--- src/rtl/vi_adc_capture_if.sv ---
// Serial ADC bus shared by the V/I capture front end and the ADC.
// cnv/sclk driven by master (capture), sdo_v/sdo_i driven by slave (ADC).
interface vi_adc_capture_if;
  logic adc_cnv;
  logic adc_sclk;
  logic adc_sdo_v;
  logic adc_sdo_i;

  modport master (
    output adc_cnv,
    output adc_sclk,
    input  adc_sdo_v,
    input  adc_sdo_i
  );

  modport slave (
    input  adc_cnv,
    input  adc_sclk,
    output adc_sdo_v,
    output adc_sdo_i
  );
endinterface

--- src/rtl/vi_adc_capture.sv ---
// Dual-channel serial ADC sequencer: V/I codes -> Q1.15, box-car averaged.
// Ports: clk, rst_n, enable, adc (bus master), v_out/i_out, sample_valid, clip_v/i, overrun.
module vi_adc_capture #(
  parameter int ADC_BITS      = 12,
  parameter int CLK_DIV       = 4,
  parameter int CONV_CYCLES   = 40,
  parameter int SAMPLE_PERIOD = 1000,
  parameter int AVG_LOG2      = 0
) (
  input  logic                clk,
  input  logic                rst_n,
  input  logic                enable,
  vi_adc_capture_if.master    adc,
  output logic [15:0]         v_out,
  output logic [15:0]         i_out,
  output logic                sample_valid,
  output logic                clip_v,
  output logic                clip_i,
  output logic                overrun
);

  localparam int PER    = 2 * CLK_DIV;
  localparam int CMAX   = (CONV_CYCLES > PER) ? CONV_CYCLES : PER;
  localparam int CW     = $clog2(CMAX + 1);
  localparam int BW     = $clog2(ADC_BITS + 1);
  localparam int TW     = (SAMPLE_PERIOD > 1) ? $clog2(SAMPLE_PERIOD) : 1;
  localparam int AW     = 16 + AVG_LOG2;
  localparam int FW     = (AVG_LOG2 > 0) ? AVG_LOG2 : 1;
  localparam int FRAMES = 1 << AVG_LOG2;

  typedef enum logic [1:0] {
    IDLE,
    CONV,
    SHIFT,
    DONE
  } state_t;

  state_t state;
  state_t state_n;

  logic [TW-1:0] tcnt;
  logic          tick;

  logic [CW-1:0] cyc;
  logic [BW-1:0] bits;
  logic          last_conv;
  logic          last_half;
  logic          last_bit;
  logic          rise;

  logic [ADC_BITS-1:0] sh_v;
  logic [ADC_BITS-1:0] sh_i;
  logic [15:0]         q_v;
  logic [15:0]         q_i;
  logic                hit_v;
  logic                hit_i;

  logic signed [AW-1:0] acc_v;
  logic signed [AW-1:0] acc_i;
  logic signed [AW-1:0] sum_v;
  logic signed [AW-1:0] sum_i;
  logic [FW-1:0]        fcnt;
  logic                 last_frame;
  logic                 win_clip_v;
  logic                 win_clip_i;

  // Frame tick: held at 0 while disabled so sampling restarts cleanly.
  assign tick = enable && (tcnt == TW'(SAMPLE_PERIOD - 1));

  always_ff @(posedge clk or negedge rst_n) begin
    if (!rst_n) begin
      tcnt <= '0;
    end else if (!enable || tick) begin
      tcnt <= '0;
    end else begin
      tcnt <= tcnt + TW'(1);
    end
  end

  assign last_conv = (cyc == CW'(CONV_CYCLES - 1));
  assign last_half = (cyc == CW'(PER - 1));
  assign last_bit  = (bits == BW'(ADC_BITS - 1));
  // SDO is captured on the edge that raises SCLK; the ADC moves it on the fall.
  assign rise      = (state == SHIFT) && (cyc == CW'(CLK_DIV - 1));

  always_ff @(posedge clk or negedge rst_n) begin
    if (!rst_n) begin
      state <= IDLE;
    end else begin
      state <= state_n;
    end
  end

  always_comb begin
    state_n = state;
    unique case (state)
      IDLE:    if (tick) state_n = CONV;
      CONV:    if (last_conv) state_n = SHIFT;
      SHIFT:   if (last_half && last_bit) state_n = DONE;
      DONE:    state_n = IDLE;
      default: state_n = IDLE;
    endcase
    if (!enable) state_n = IDLE;
  end

  always_comb begin
    adc.adc_cnv  = (state == CONV);
    adc.adc_sclk = (state == SHIFT) && (cyc >= CW'(CLK_DIV));
    overrun      = tick && (state != IDLE);
  end

  // cyc times CONV and each SCLK period; bits counts completed periods.
  always_ff @(posedge clk or negedge rst_n) begin
    if (!rst_n) begin
      cyc  <= '0;
      bits <= '0;
    end else if (state_n != state) begin
      cyc  <= '0;
      bits <= '0;
    end else if (state == CONV) begin
      cyc <= cyc + CW'(1);
    end else if (state == SHIFT) begin
      if (last_half) begin
        cyc  <= '0;
        bits <= bits + BW'(1);
      end else begin
        cyc <= cyc + CW'(1);
      end
    end
  end

  always_ff @(posedge clk or negedge rst_n) begin
    if (!rst_n) begin
      sh_v <= '0;
      sh_i <= '0;
    end else if (rise) begin
      sh_v <= {sh_v[ADC_BITS-2:0], adc.adc_sdo_v};
      sh_i <= {sh_i[ADC_BITS-2:0], adc.adc_sdo_i};
    end
  end

  // Offset binary to two's complement is an MSB flip, then left-justify.
  assign q_v = 16'({~sh_v[ADC_BITS-1], sh_v[ADC_BITS-2:0]})
               << (16 - ADC_BITS);
  assign q_i = 16'({~sh_i[ADC_BITS-1], sh_i[ADC_BITS-2:0]})
               << (16 - ADC_BITS);

  assign hit_v = (sh_v == '0) || (sh_v == '1);
  assign hit_i = (sh_i == '0) || (sh_i == '1);

  assign sum_v = acc_v + AW'(signed'(q_v));
  assign sum_i = acc_i + AW'(signed'(q_i));

  assign last_frame = (fcnt == FW'(FRAMES - 1));

  always_ff @(posedge clk or negedge rst_n) begin
    if (!rst_n) begin
      acc_v        <= '0;
      acc_i        <= '0;
      fcnt         <= '0;
      win_clip_v   <= 1'b0;
      win_clip_i   <= 1'b0;
      v_out        <= '0;
      i_out        <= '0;
      clip_v       <= 1'b0;
      clip_i       <= 1'b0;
      sample_valid <= 1'b0;
    end else begin
      sample_valid <= 1'b0;
      if (!enable) begin
        acc_v      <= '0;
        acc_i      <= '0;
        fcnt       <= '0;
        win_clip_v <= 1'b0;
        win_clip_i <= 1'b0;
      end else if (state == DONE) begin
        if (last_frame) begin
          v_out        <= 16'(sum_v >>> AVG_LOG2);
          i_out        <= 16'(sum_i >>> AVG_LOG2);
          clip_v       <= win_clip_v | hit_v;
          clip_i       <= win_clip_i | hit_i;
          sample_valid <= 1'b1;
          acc_v        <= '0;
          acc_i        <= '0;
          fcnt         <= '0;
          win_clip_v   <= 1'b0;
          win_clip_i   <= 1'b0;
        end else begin
          acc_v      <= sum_v;
          acc_i      <= sum_i;
          fcnt       <= fcnt + FW'(1);
          win_clip_v <= win_clip_v | hit_v;
          win_clip_i <= win_clip_i | hit_i;
        end
      end
    end
  end

endmodule

--- src/flat_wrapper.sv ---
// flat-port wrapper written by rule: the top's interface ports become plain ports
module vi_adc_capture_flat 
#(
  parameter int ADC_BITS      = 12,
  parameter int CLK_DIV       = 4,
  parameter int CONV_CYCLES   = 40,
  parameter int SAMPLE_PERIOD = 1000,
  parameter int AVG_LOG2      = 0
)
  (clk, rst_n, enable, v_out, i_out, sample_valid, clip_v, clip_i, overrun, adc_adc_cnv, adc_adc_sclk, adc_adc_sdo_v, adc_adc_sdo_i);
  vi_adc_capture_if adc_i ();
  input  logic clk;
  input  logic rst_n;
  input  logic enable;
  output logic [15:0] v_out;
  output logic [15:0] i_out;
  output logic sample_valid;
  output logic clip_v;
  output logic clip_i;
  output logic overrun;
  output wire logic [$bits(adc_i.adc_cnv)-1:0] adc_adc_cnv;
  output wire logic [$bits(adc_i.adc_sclk)-1:0] adc_adc_sclk;
  input wire logic [$bits(adc_i.adc_sdo_v)-1:0] adc_adc_sdo_v;
  input wire logic [$bits(adc_i.adc_sdo_i)-1:0] adc_adc_sdo_i;
  assign adc_adc_cnv = adc_i.adc_cnv;
  assign adc_adc_sclk = adc_i.adc_sclk;
  assign adc_i.adc_sdo_v = adc_adc_sdo_v;
  assign adc_i.adc_sdo_i = adc_adc_sdo_i;
  vi_adc_capture #(.ADC_BITS(ADC_BITS), .CLK_DIV(CLK_DIV), .CONV_CYCLES(CONV_CYCLES), .SAMPLE_PERIOD(SAMPLE_PERIOD), .AVG_LOG2(AVG_LOG2)) u_core (.clk(clk), .rst_n(rst_n), .enable(enable), .adc(adc_i), .v_out(v_out), .i_out(i_out), .sample_valid(sample_valid), .clip_v(clip_v), .clip_i(clip_i), .overrun(overrun));
endmodule
--- config.mk ---
export PLATFORM = sky130hd
export DESIGN_NAME = vi_adc_capture_flat
export DESIGN_NICKNAME = d
export VERILOG_FILES = /design/src/rtl/vi_adc_capture_if.sv /design/src/rtl/vi_adc_capture.sv /design/src/flat_wrapper.sv
export SDC_FILE = /design/constraint.sdc
export NUM_CORES = 1
export LEC_CHECK = 0
export ABC_AREA = 1
export CORE_MARGIN = 2
export CORE_UTILIZATION = 55
export DETAILED_ROUTE_END_ITERATION = 10
export GPL_TIMING_DRIVEN = 0
export PLACE_DENSITY = 0.79
export SLEW_MARGIN = 20
export SYNTH_ARGS = -nofsm -noshare
export SYNTH_HDL_FRONTEND = slang
export SYNTH_SLANG_ARGS = --single-unit
--- constraint.sdc ---
create_clock -name clk -period 1.8 [get_ports clk]
set_clock_uncertainty 0.1 [all_clocks]
set_input_delay 0.27 -clock clk [delete_from_list [all_inputs] [get_ports clk]]
set_output_delay 0.27 -clock clk [all_outputs]
set_load 0.02 [all_outputs]
# Yosys cells after proc, flatten, opt, wreduce, memory -nomap -nowiden
# Cells that the tools add are included.
[op_classes]
addsub = 6
magnitude_cmp = 1
eq_ne = 13
mux = 32
bitwise_logic = 5
reduce_logical = 18
[ops]
columns = ["op", "n"]
rows = [
  ["$mux W16", 6],
  ["$add A16 B16 Y16", 2],
  ["$eq A12 B12 Y1 const B", 2],
  ["$logic_not A12 Y1", 2],
  ["$mux W6", 4],
  ["$mux W4", 4],
  ["$mux W1", 12],
  ["$add A10 B1 Y10 const B", 1],
  ["$eq A10 B10 Y1 const B", 1],
  ["$mux W10", 1],
  ["$mux W2", 4],
  ["$pmux W2 S4", 1],
  ["$add A6 B1 Y6 const B", 1],
  ["$eq A6 B2 Y1 const B", 1],
  ["$eq A6 B3 Y1 const B", 1],
  ["$eq A6 B6 Y1 const B", 1],
  ["$ge A6 B3 Y1 const B", 1],
  ["$reduce_and A3 Y1", 2],
  ["$reduce_bool A2 Y1", 3],
  ["$logic_and A1 B1 Y1", 5],
  ["$add A4 B1 Y4 const B", 1],
  ["$eq A2 B2 Y1 const B", 2],
  ["$eq A4 B4 Y1 const B", 1],
  ["$ne A2 B1 Y1 const B", 2],
  ["9 further kinds", 14],
]
[word_totals]
regBits = 116
in_bits = 5
output_inout_bits = 38
wordCells = 91

# Longest topological paths before layout
# Gate-level depths: netlist (run 1).
[depth]
ltp_word = 8
ltp_mapped = 10
mapped_depth_nobuf = 10

# Worst setup path after synthesis (run 1)
# Ideal clock, no wire load.
[synth_timing]
kind = "reg-to-output"
start = "register u_core.tcnt[0]"
end = "output port overrun"
arrival_ns = 1.255
required_time_ns = 1.430
slack_ns = 0.175
path_stages_with_launch = 6
n_path_buf = 0
path_cell_list = "dfrtp_1 ha_1 nand2_1 nor2_1 nand3_2 nor3_1"
[synth_via]
elab_chain_len = 3
[synth_rtl]
columns = ["item", "line", "source"]
rows = [
  ["start: declaration", "vi_adc_capture.sv:41", "logic [TW-1:0] tcnt;"],
  ["start signal: assignment", "vi_adc_capture.sv:76", "tcnt <= tcnt + TW'(1);"],
  ["$eq A10 B10 Y1", "vi_adc_capture.sv:68", "assign tick = enable && (tcnt == TW'(SAMPLE_PERIOD - 1));"],
  ["$logic_and A1 B1 Y1", "vi_adc_capture.sv:68", ""],
  ["$logic_and A1 B1 Y1", "vi_adc_capture.sv:109", "overrun = tick && (state != IDLE);"],
  ["end: declaration", "flat_wrapper.sv:20", "output logic overrun;"],
]
# Every way passes these cells.

# Final worst setup path (run 1)
# Ends and elaborated chain as after synthesis.

==> metrics, run 1 <==
synthesized area per cell 9.002 um^2; Gate Count Post-Synth 370; met3 wire length 215 um; root buf cell clkbuf_8; worst path bufs/invs 1; DR WL/cell 12.71 um; Final Cycle Share 103.1%; layout cells sized above 1 17.13%; Static Leak 0.001869 uW; Max Cap Viol 0; GPL Wtd Cong 0.7974; final setup fails 1; number of cells in the finished layout apart from fillers 507; vias after detailed routing 2546; Seq/Total Area, Yosys 54.85%; CP required 1.43 ns; Vert. Die Dim 81.82 um; H-tree depth 3; Post-Syn Area 3331 um^2; min cycle time layout 1.856 ns; Avg Vias per Cell 5.022; Overall Power 3161 uW; initial antenna violation count 0; Initial Utilization 56.59%; Crit Path Category reg2out; DR pass1 iterations 4; Worst VDD drop 0.5176 mV; critical path startpoint category register; Num CTS Buffers 9; clock-pin slew on the worst setup and hold paths 0.07 ns; DRT antenna net count 0; row count 28; final wirelength 6444 um; pin count of the biggest net entering global routing 49; Yosys Warn Count 0; Seq cells post-synth 73; Largest delay share family, worst path simple AND/OR/NAND/NOR gates; gr ovfl total 0; nets 436; Total GRT Usage 21.72%; status complete, but fails checks; power per cell area 774.9 nW/um^2; Critical Path Slowest Stage Cell dfrtp_1; final worst slack -0.05590 ns; worst hold path class in2async; I/O pin cnt 43; post-route cell area 4079 um^2; maximum clock rate 538.8 MHz; max layer used met4; TritonCTS clock tree built; die area 6695 um^2; DRC 0; cell count after placement 487; crit path max fanout 3; failing checks setup timing; DP HPWL 4501 um; Fin. Hold Viols 0; metal2 WL 3040 um; clk_lat worst skew 0.35 ns; CTS Sinks 73; Slew Viols, Final 0; deepest clock path buffer count 2; vias in the first global route 2443; Port Buf Inserts 34; Area Growth Syn to Fin 22.46%; count of unique library cells instantiated by Yosys 32; Crit path arrival time 1.49 ns; RSZ-0062 raised after global routing true; Die Width 81.82 um; met1 wire length 3102 um; core area 5886 um^2; placed inst area 3816 um^2; crit-path max cell delay 0.36 ns; number of DRC markers in iteration 0 168; Antenna diodes 0; CP cell instances ha_2 > nand2_2 > nor2_2 > nand3_2 > nor3_1 > buf_2; Setup crit end kind primary output; global-route wire length before repair 10990 um
==> layout make-up <==
cell class / count / area [um^2]
fill: 469 / 1807
clock buffer: 11 / 141.4
timing repair buffer: 39 / 382.9
buffer: 18 / 122.6
clock inverter: 5 / 78.83
tap: 75 / 93.84
inverter: 48 / 180.2
sequential: 73 / 1828
multi-input combinational: 238 / 1251
==> kinds of logic after synthesis <==
| group | count (synthesis) | share of synthesized area (%) |
|---|---|---|
| AOI/OAI and AO/OA | 57 | 8.791 |
| DFF | 73 | 54.85 |
| adders and majority gates | 4 | 1.503 |
| buffers and inverters | 66 | 8.903 |
| and+or+nand+nor | 162 | 24.01 |
| other | 1 | 0.1126 |
| xor gates and xnor gates | 7 | 1.841 |
==> through the flow <==
step                util, %  setup slack, ns  setup TNS, ns  hold WS (ns)
floorplan                 -           0.1747              0       -0.1256
global placement      64.41           -2.140        -156.43        0.3498
detailed placement    64.84          -0.3126        -0.8265        0.1096
CTS                   68.66          -0.1282        -0.1282        0.2730
global route          69.30          -0.1282        -0.1282        0.3137
finish                69.30         -0.05590       -0.05590        0.2731
==> state kept, by name, indices dropped and copies added (netlist names) <==
signal	cells
u_core.bits	4
u_core.clip_i	1
u_core.clip_v	1
u_core.cyc	6
u_core.i_out	12
u_core.sample_valid	1
u_core.sh_i	12
u_core.sh_v	12
u_core.state	2
u_core.tcnt	10
u_core.v_out	12
==> worst paths after layout <==
check                      slack [ns]                           end                          from  cells past startpoint
max                             -0.06                       overrun      u_core.tcnt[0]$_DFF_PN0_                      6
min reg2reg                      0.39  u_core.i_out[11]$_DFFE_PN0P_  u_core.i_out[11]$_DFFE_PN0P_                      2
max reg2reg                      0.12    u_core.sh_i[0]$_DFFE_PN0P_     u_core.cyc[4]$_DFFE_PN0P_                      9
min in group clk                 0.39  u_core.i_out[11]$_DFFE_PN0P_  u_core.i_out[11]$_DFFE_PN0P_                      2
min                              0.27      u_core.tcnt[4]$_DFF_PN0_                         rst_n                      2
max in group asynchronous        0.79    u_core.bits[1]$_DFFE_PN0P_                         rst_n                      3
==> timing repair <==
item / CTS / global route
endpoints found under the hold margin: 25 / 0
buffers inserted: 0 / 3
endpoints found under the setup margin: 3 / 27
pin swaps: 0 / 3
cloned: 0 / 0
gates resized for setup: 9 / 15
hold buffers: 1 / 0
==> report_power, final <==
part / internal [uW] / switching [uW]
Clock: 816 / 599
Sequential: 1640 / 3.61
Combinational: 36.0 / 61.4
==> layout by cell type (no fill, tap or decap), drive strengths merged, types with 10 or more instances in the layout <==
| master | netlist | routed |
|---|---|---|
| nand3 | 12 | 12 |
| nor3 | 10 | 10 |
| o21ai | 50 | 50 |
| nand2 | 90 | 90 |
| clkdlybuf4s50 | 0 | 30 |
| nor2 | 32 | 32 |
| clkbuf | 7 | 19 |
| buf | 11 | 18 |
| inv | 48 | 48 |
| dfrtp | 73 | 73 |
==> routing by layer <==
layer	vias up	GRT usage [%]
met1	1213	29.30
met4	0	8.167
met3	8	5.055
met2	46	34.39
met5	-	0
li1	1279	-
==> cell usage after synthesis <==
cell type  number  area share [%]
ha_1            4             1.5
inv_2           3            0.34
clkbuf_1        7            0.79
a21oi_2         1            0.26
nor2_2         13             2.4
dfrtp_1        73              55
nor3_1          8             1.2
o21ai_1         2            0.30
a31oi_1         1            0.19
o211ai_1        1            0.23
xnor2_1         2            0.53
nor4_1          6             1.1
nand3_1         6            0.90
nand2_1        85             9.6
nand2_2         3            0.56
nor3_4          1            0.49
conb_1          1            0.11
buf_4           9             2.0
o21ai_0        48             7.2
nand3_4         1            0.53
nor3_2          1            0.30
xor2_1          5             1.3
nor3b_2         1            0.38
inv_1          45             5.1
buf_6           2            0.68
nor2_1         19             2.1
nand4_1         7             1.3
nand2_4         2            0.68
nor3b_1         3            0.68
a21oi_1         4            0.60
nand3_2         5             1.5
or2_2           1            0.19
No activity file was read; power rests on OpenSTA's default activity.
==> run 2: changes to the inputs <==
--- a/config.mk
+++ b/config.mk
@@ -8,8 +8,8 @@
 export ABC_AREA = 1
 export CORE_MARGIN = 2
 export CORE_UTILIZATION = 55
+export CTS_CLUSTER_DIAMETER = 30
 export DETAILED_ROUTE_END_ITERATION = 10
-export GPL_TIMING_DRIVEN = 0
 export PLACE_DENSITY = 0.79
 export SLEW_MARGIN = 20
 export SYNTH_ARGS = -nofsm -noshare
==> metrics, run 2 (synthesized netlist as in run 1, its figures left out) <==
core area 5886 um^2 (unchanged); r2r endpoint u_core.cyc[2]$_DFFE_PN0P_; Critical Path Slowest Stage Cell dfrtp_1; vias in the first global route 2393 (-2.0%); crit path max fanout 2 (-1); critical path startpoint category register; vias after detailed routing 2531 (-0.59%); CP required 1.43 ns (about the same); Worst R2R Path Depth 10 (+1); status complete, but fails checks; Avg Vias per Cell 5.022 (about the same); min cycle time layout 1.823 ns (-0.03281 ns); CP Depth 6 (unchanged); Vert. Die Dim 81.82 um (unchanged); Static Leak 0.001884 uW (+0.84%); worst hold path class in2async; final setup fails 1 (unchanged); Critical Path Source u_core.tcnt[0]$_DFF_PN0_; Port Buf Inserts 34 (unchanged); final wirelength 6445 um (about the same); maximum clock rate 548.5 MHz (+1.8%); crit-path max cell delay 0.36 ns (about the same); power per cell area 735.8 nW/um^2 (-5.0%); filler cell count 460 (-1.9%); Overall Power 3046 uW (-3.6%); GPL Wtd Cong 0.8520 (+6.8%); Antenna diodes 0 (unchanged); clock-pin slew on the worst setup and hold paths 0.08 ns (about the same); I/O pin cnt 43 (unchanged); CP cell instances ha_2 > nand2_2 > nor2_4 > nand3_2 > nor3_2 > buf_4; layout cells sized above 1 17.72% (+0.59 points); Crit Path Category reg2out; RSZ-0062 raised after global routing true; Total GRT Usage 21.92% (+0.20 points); pin count of the biggest net entering global routing 49 (unchanged); worst r2r src u_core.tcnt[0]$_DFF_PN0_; final worst slack -0.02309 ns (+0.03281 ns); DR WL/cell 12.79 um (+0.61%); Slew Viols, Final 0 (unchanged); commonest cells after routing, fill and taps aside nand2_1 (83), dfrtp_1 (73), o21ai_0 (48); Fin. Hold Viols 0 (unchanged); Worst VDD drop 0.5704 mV (+10%); number of DRC markers in iteration 0 110 (-35%); worst path bufs/invs 1 (unchanged); r2r setup slk 0.08 ns (-0.04 ns); DP HPWL 4327 um (-3.9%); CTS Sinks 73 (unchanged); row count 28 (unchanged); DRT antenna net count 0 (unchanged); die area 6695 um^2 (unchanged); failing checks setup timing; Util after Layout 70.32% (+1.0 points); initial antenna violation count 0 (unchanged); Die Width 81.82 um (unchanged); Setup crit end kind primary output; TritonCTS clock tree built; Multi-input gate area 1310 um^2 (+4.7%); DRC 0 (unchanged); clk_lat worst skew 0.36 ns (about the same); deepest clock path buffer count 2 (unchanged); nets 433 (-0.69%); Largest delay share family, worst path simple AND/OR/NAND/NOR gates; Final Cycle Share 101.3% (-1.8 points); Initial Utilization 56.59% (unchanged); most common cell after layout, fill and taps aside nand2_1; FF/Latch Area 1827 um^2 (about the same); global-route wire length before repair 10970 um (-0.18%); Crit path arrival time 1.45 ns (-0.04 ns); DR pass1 iterations 4 (unchanged); Area Growth Syn to Fin 24.27%; gr ovfl total 0 (unchanged); H-tree depth 3 (unchanged); root buf cell clkbuf_8; CP endpoint overrun; Num CTS Buffers 9 (unchanged); Max Cap Viol 0 (unchanged)
==> run 2: cell type report <==
| type | instances | area share, % |
|---|---|---|
| Clock buffer | 10 | 3.083 |
| Clock inverter | 6 | 1.814 |
| Inverter | 48 | 4.353 |
| Multi-Input combinational cell | 239 | 31.65 |
| Sequential cell | 73 | 44.14 |
| Tap cell | 75 | 2.267 |
| Timing Repair Buffer | 53 | 12.70 |
==> run 2: how the worst min path moves through the flow <==
| stage | endpoint |
|---|---|
| global route | u_core.tcnt[0]$_DFF_PN0_ |
| finish | u_core.tcnt[9]$_DFF_PN0_ |
| global placement | u_core.tcnt[7]$_DFF_PN0_ |
| detailed placement | u_core.tcnt[7]$_DFF_PN0_ |
| floorplan | u_core.bits[0]$_DFFE_PN0P_ |
| CTS | u_core.tcnt[9]$_DFF_PN0_ |
==> run 2: repair_timing <==
action	CTS	global route
setup buffers	1	0
pin swaps	0	9
cloned	0	1
resized for setup	9	17
setup endpoints to repair	3	13
hold buffers	1	0
hold endpoints to repair	13	0
==> run 2: through the flow <==
step	std cells	instance area, um^2	setup slack, ns	TNS [ns]	hold slack, ns
after global placement	485	3847	-0.1602	-0.1602	0.1116
after floorplan	377	3357	0.1747	0	-0.1256
after CTS	503	4063	-0.09934	-0.09934	0.2597
after global routing	504	4139	-0.1303	-0.2528	0.3102
after detailed placement	485	3847	-0.1944	-0.1944	0.1082
final	504	4139	-0.02309	-0.02309	0.2668
==> run 2: metal layers <==
metal,up-vias,share of wire (%),global-route usage (%)
li1,1275,-,-
met1,1200,46,28.56
met2,43,49,35.28
met3,13,3.5,5.495
met4,0,1.5,8.833
met5,-,0,0
==> run 2: where the power goes <==
part | leakage [uW] | internal, uW | switching (uW)
registers | 0.00101 | 1640 | 3.33
logic | 0.000778 | 26.7 | 61.5
clock network | 0.0000990 | 659 | 651
==> run 2: worst reg2reg max path: stages (launching register included) <==
cell and delay (ns):
dfrtp_1 0.36, ha_2 0.19, nand2_2 0.08, nor2_4 0.11, nand3_2 0.09, buf_6 0.14, a21oi_4 0.16, nand2_2 0.09
nand2_4 0.10, nand3_4 0.12, nor2_2 0.12
==> run 3: changes to the inputs <==
--- a/config.mk
+++ b/config.mk
@@ -10,8 +10,8 @@
 export CORE_UTILIZATION = 55
 export CTS_CLUSTER_DIAMETER = 30
 export DETAILED_ROUTE_END_ITERATION = 10
+export HOLD_SLACK_MARGIN = 0.15
 export PLACE_DENSITY = 0.79
-export SLEW_MARGIN = 20
 export SYNTH_ARGS = -nofsm -noshare
 export SYNTH_HDL_FRONTEND = slang
 export SYNTH_SLANG_ARGS = --single-unit
==> results of run 3 <==
Same layout as run 2: the final DEF is identical, and so are final timing and power.
